--- config.mk ---
export PLATFORM = sky130hd
export DESIGN_NAME = sprot_mc
export DESIGN_NICKNAME = d
export VERILOG_FILES = /design/src/rtl/sprot_mc.sv
export SDC_FILE = /design/constraint.sdc
export NUM_CORES = 1
export LEC_CHECK = 0
export CAP_MARGIN = 0
export CELL_PAD_IN_SITES_DETAIL_PLACEMENT = 1
export CELL_PAD_IN_SITES_GLOBAL_PLACEMENT = 1
export CORE_ASPECT_RATIO = 1.75
export CORE_UTILIZATION = 37
export CTS_CLUSTER_DIAMETER = 60
export DETAILED_ROUTE_END_ITERATION = 8
export HOLD_SLACK_MARGIN = 0.12
export PLACE_DENSITY = 0.79
export SETUP_SLACK_MARGIN = 0.15
export SLEW_MARGIN = 20
export SYNTH_ARGS = -nofsm -noshare
export SYNTH_HDL_FRONTEND = slang
export SYNTH_SLANG_ARGS = --single-unit
--- constraint.sdc ---
create_clock -name clk -period 7.5 [get_ports clk]
set_input_delay 1.125 -clock clk [delete_from_list [all_inputs] [get_ports clk]]
set_output_delay 1.125 -clock clk [all_outputs]
set_load 0.02 [all_outputs]
--- src/rtl/sprot_mc.sv ---
`default_nettype none
// ============================================================================
// sprot_mc : passive multi-channel start/phase handshake protocol checker
// Rev 1.0  : initial release
// ============================================================================
module sprot_mc #(
  parameter int NUM_CH   = 4,
  parameter int SEQ_LEN  = 2,
  parameter int MAX_WAIT = 1,
  parameter int CNT_W    = 8
) (
  input  logic                  clk,
  input  logic                  rst_n,
  input  logic [NUM_CH-1:0]     start,
  input  logic [NUM_CH*SEQ_LEN-1:0] ph,
  input  logic                  clr_cnt,
  output logic [NUM_CH-1:0]     busy,
  output logic [NUM_CH-1:0]     xfer_end,
  output logic [NUM_CH-1:0]     prot_err,
  output logic [2*NUM_CH-1:0]   err_cause,
  output logic [CNT_W-1:0]      xfer_cnt,
  output logic [CNT_W-1:0]      err_cnt
);

  localparam int IDX_W = (SEQ_LEN > 1) ? $clog2(SEQ_LEN) : 1;
  localparam int WT_W  = (MAX_WAIT > 1) ? $clog2(MAX_WAIT) : 1;
  localparam int POP_W = $clog2(NUM_CH + 1);
  localparam int SUM_W = ((CNT_W > POP_W) ? CNT_W : POP_W) + 1;

  localparam logic [IDX_W-1:0] c_last_idx  = IDX_W'(SEQ_LEN - 1);
  localparam logic [WT_W-1:0]  c_last_wt   = WT_W'(MAX_WAIT - 1);
  localparam logic [CNT_W-1:0] c_cnt_max   = {CNT_W{1'b1}};
  localparam logic [1:0]       c_cause_wrong   = 2'b01;
  localparam logic [1:0]       c_cause_timeout = 2'b10;
  localparam logic [1:0]       c_cause_overlap = 2'b11;

  typedef enum logic [0:0] {ST_IDLE = 1'b0, ST_PHASE = 1'b1} state_t;

  logic [NUM_CH-1:0] w_good;
  logic [NUM_CH-1:0] w_bad;

  for (genvar c = 0; c < NUM_CH; c++) begin : g_ch
    state_t             r_st;
    logic [IDX_W-1:0]   r_idx;
    logic [WT_W-1:0]    r_wt;
    logic               r_end;
    logic               r_err;
    logic [1:0]         r_cause;
    logic [SEQ_LEN-1:0] w_v;
    logic [SEQ_LEN-1:0] w_exp;
    logic               w_good_c;
    logic               w_bad_c;
    logic [1:0]         w_cause;

    assign w_v   = ph[c*SEQ_LEN +: SEQ_LEN];
    assign w_exp = SEQ_LEN'(1) << r_idx;

    // Outcome of this edge, in the checker's priority order.
    always_comb begin
      w_good_c = 1'b0;
      w_bad_c  = 1'b0;
      w_cause  = 2'b00;
      if (r_st == ST_PHASE) begin
        if (start[c]) begin
          w_bad_c = 1'b1;
          w_cause = c_cause_overlap;
        end else if (w_v == w_exp) begin
          w_good_c = (r_idx == c_last_idx);
        end else if (w_v != '0) begin
          w_bad_c = 1'b1;
          w_cause = c_cause_wrong;
        end else if (r_wt == c_last_wt) begin
          w_bad_c = 1'b1;
          w_cause = c_cause_timeout;
        end
      end
    end

    always_ff @(posedge clk) begin
      if (!rst_n) begin
        r_st    <= ST_IDLE;
        r_idx   <= '0;
        r_wt    <= '0;
        r_end   <= 1'b0;
        r_err   <= 1'b0;
        r_cause <= 2'b00;
      end else begin
        r_end   <= w_good_c | w_bad_c;
        r_err   <= w_bad_c;
        r_cause <= w_cause;
        if (r_st == ST_IDLE) begin
          if (start[c]) begin
            r_st  <= ST_PHASE;
            r_idx <= '0;
            r_wt  <= '0;
          end
        end else if (w_good_c || w_bad_c) begin
          r_st  <= ST_IDLE;
          r_idx <= '0;
          r_wt  <= '0;
        end else if (w_v == w_exp) begin
          r_idx <= r_idx + IDX_W'(1);
          r_wt  <= '0;
        end else begin
          r_wt  <= r_wt + WT_W'(1);
        end
      end
    end

    assign w_good[c]            = w_good_c;
    assign w_bad[c]             = w_bad_c;
    assign busy[c]              = (r_st == ST_PHASE);
    assign xfer_end[c]          = r_end;
    assign prot_err[c]          = r_err;
    assign err_cause[2*c +: 2]  = r_cause;
  end

  logic [POP_W-1:0] w_n_good;
  logic [POP_W-1:0] w_n_bad;
  logic [SUM_W-1:0] w_xsum;
  logic [SUM_W-1:0] w_esum;
  logic [CNT_W-1:0] r_xcnt;
  logic [CNT_W-1:0] r_ecnt;

  always_comb begin
    w_n_good = '0;
    w_n_bad  = '0;
    for (int i = 0; i < NUM_CH; i++) begin
      w_n_good = w_n_good + POP_W'(w_good[i]);
      w_n_bad  = w_n_bad  + POP_W'(w_bad[i]);
    end
  end

  // Extra headroom bit lets the sum overflow be detected before clamping.
  assign w_xsum = SUM_W'(r_xcnt) + SUM_W'(w_n_good);
  assign w_esum = SUM_W'(r_ecnt) + SUM_W'(w_n_bad);

  always_ff @(posedge clk) begin
    if (!rst_n || clr_cnt) begin
      r_xcnt <= '0;
      r_ecnt <= '0;
    end else begin
      r_xcnt <= (w_xsum > SUM_W'(c_cnt_max)) ? c_cnt_max : CNT_W'(w_xsum);
      r_ecnt <= (w_esum > SUM_W'(c_cnt_max)) ? c_cnt_max : CNT_W'(w_esum);
    end
  end

  assign xfer_cnt = r_xcnt;
  assign err_cnt  = r_ecnt;

endmodule
`default_nettype wire
==> reports/qor.yml <==
setup_path:
  crit_path_end_kind: "flip-flop"
  slowest_stage: "clkdlybuf4s50_1"
  path_cells: "clkdlybuf4s50_1 -> nor2b_1 -> a211oi_1 -> o21ai_0 -> and2_1 -> fa_1 -> inv_1 -> fa_1 -> inv_1 -> fa_1 -> and3_1 -> nand3_1 -> mux2i_1 -> nor2_1"
  worstPathRequired_ns: 7.68
  critPathArrivalTime_ns: 4.28
  path_buf_inv: 3
  slowest_delay_ns: 0.51
  crit_family: "adder cells"
  critPathMaxFanout: 7
  worst-setup-path-type: "primary input to flip-flop"
  cpMostUsedCell: "fa_1"
  cp-start-kind: "primary input"
power:
  p_per_area_nw_per_um2: 173
  p_seq_share_pct: 54.2
  ir_drop_uv: 80.5
  power_mw: 0.460
  switching_share_pct: 26.4
  clkPwrFrac_pct: 30.3
  power.internal_mw: 0.339
  p_comb_share_pct: 15.5
  p_sw_mw: 0.121
  p_leak_nw: 0.985
route:
  route.detailed.drc: 0
  via_per_inst: 5.33
  drt_first_pass_iters: 4
  wirelength_mm: 5.05
  wl_per_cell_microns: 14.6
  vias: 1850
  drt-initial-drc-count: 44
  ant_nets: 0
die:
  design.core.area_sq_um: 5340
  fp.dieW_microns: 58.9
  die_h_microns: 102
  start_util_pct: 39.3
  io_pins: 51
  rows: 35
  dieArea_sq_um: 5980
clocking:
  cts_htree_levels: 2
  clk_latency_ns: 0.30
  clock_path_buffers: 2
  cts_resized: 0
  numCtsBuffers: 5
  cts_tree: "built"
  clk_pin_slew_ns: 0.08
  clockRootBuffer: "clkbuf_8"
  cts_hold_buf: 0
  cts_setup_buffers: 0
  cts.sinks: 44
finish:
  final_nets: 296
  layout_commonest_cell: "clkdlybuf4s50_1"
  drive_gt1_share_pct: 5.13
  layout_common_cells: "50 x clkdlybuf4s50_1, 44 x dfxtp_1, 31 x nor2_1, 16 x nand2_1, 12 x inv_1"
  num_antenna_cells: 0
  area_growth_syn_to_layout_pct: 26.7
global_routing:
  grt_use_met3_pct: 3.45
  grt_pass1_vias: 1824
  grtUsageMet1_pct: 20.2
  top_usage_layer: "met2"
  overflow: 0
  grtUsageTotal_pct: 18.7
  grt_first_pass_wirelength_mm: 8.53
  grt_max_degree: 14
  grt_use_met2_pct: 34.1
  antenna_found_initial: 0
timing:
  finalMaxSlewViolations: 0
  final.setup.tns_ns: 0
  post-route-period-util_pct: 54.6
  timing_hold_violations_final: 0
  slew_headroom_pct: 64.6
  finalSetupViolations: 0
  timing.hold.ws_ns: 0.505
  period_minus_slack_ns: 4.10
  max_slew.worst_pin.slew_ns: 0.530
  max_freq_ghz: 0.244
  rsz0062_at_grt: "false"
  finClkSkew_ns: 0.00719
yosys:
  yosys.area.top_type: "dfxtp_1"
  synth_area_per_cell_sq_um: 9.00
  synthArstFlopShare_pct: 0
  yosys_warnings: 0
  synth_edf_count: 0
  syn_nets: 256
  ys_types: 43
  syn_inst: 233
  ys_top_cells_by_area: "dfxtp_1 42%, fa_1 5.7%, nor2_1 5.5%"
  synth_top_area_share_pct: 42.0
  synth_ff_type: "dfxtp_1"
  yosysSeqAreaShare_pct: 42.0
  ys_ff_latch: 44
  synth_area_sq_um: 2100
min_path:
  worstHoldPathType: "flip-flop to flip-flop"
placement:
  io_buffers: 50
  dp_hpwl_mm: 3.74
  gp_congestion: 0.771
run:
  maxCapViolations: 0
run_status:
  status: "finished, final reports clean"
-- sequential cells by signal (all words and copies together), names as in the netlist --
| signal | cells |
|---|---|
| g_ch.r_st | 4 |
| g_ch.r_end | 4 |
| g_ch.r_idx | 4 |
| g_ch.r_wt | 4 |
| g_ch.r_cause | 8 |
| g_ch.r_err | 4 |
| xfer_cnt | 8 |
| err_cnt | 8 |
-- synthesized netlist by cell type (4+ instances only) --
library cell	count
nor3_1	9
nand2_1	16
inv_1	12
nor2_1	31
a211oi_1	6
o31ai_1	4
nor4_1	4
buf_4	12
and3_1	4
o21ai_0	9
nor2b_1	11
fa_1	6
dfxtp_1	44
a21oi_1	7
clkbuf_1	4
a31oi_1	5
-- final cells by class --
class	count	area (sq um)
Sequential cell	44	881
Fill cell	654	2690
Clock inverter	1	5.00
Multi-Input combinational cell	160	1060
Clock buffer	6	72.6
Tap cell	74	92.6
Inverter	12	45.0
Timing Repair Buffer	50	500
-- per-stage QoR --
step | setup slack (ns) | util (%) | instance area [sq um] | instances
floorplan | 3.85 | - | 2100 | 233
global placement | 3.22 | 48.3 | 2580 | 340
detailed placement | 3.10 | 48.3 | 2580 | 340
CTS | 3.40 | 49.7 | 2660 | 347
global route | 3.13 | 49.7 | 2660 | 347
finish | 3.40 | 49.7 | 2660 | 347
-- worst min-delay path, cell delays in order (launching register included) --
cell	delay, ns
dfxtp_1	0.34
inv_1	0.07
nor4_1	0.05
-- routing by layer --
layer / part of all wire, % / wire, microns
met1: 39 / 2000
met2: 54 / 2740
met3: 3.7 / 188
met4: 2.5 / 125
met5: 0 / 0
-- power groups by stage --
stage | registers, mW | logic [mW] | clock network (mW)
2_1_floorplan | 0.256 | 0.0401 | 0
3_3_place_gp | 0.254 | 0.0706 | 0
3_5_place_dp | 0.255 | 0.0717 | 0
4_1_cts | 0.249 | 0.0727 | 0.142
5_1_grt | 0.251 | 0.0794 | 0.151
6_report | 0.249 | 0.0716 | 0.139
-- cells by family (layout without fill, tap and decap cells) --
logic type	count (synthesis)	in the layout	share of synthesized area [%]
buf+inv	29	69	7.40
flops	44	44	42.0
mux	4	4	2.03
simple gates	95	95	23.4
xor+xnor	2	2	0.835
compound gates	51	51	17.4
fa+ha+maj	8	8	6.92
-- final timing paths --
kind                              start                        end  slack, ns  depth (start not counted)
min           g_ch[1].r_wt$_SDFFE_PN0P_  g_ch[1].r_wt$_SDFFE_PN0P_       0.50                          2
max reg2reg  g_ch[2].r_idx$_SDFFE_PN0P_      err_cnt[6]$_SDFF_PP0_       4.38                         12
min reg2reg   g_ch[1].r_wt$_SDFFE_PN0P_  g_ch[1].r_wt$_SDFFE_PN0P_       0.50                          2
max                               ph[5]      err_cnt[6]$_SDFF_PP0_       3.40                         14
(Power assumes the default switching activity.)
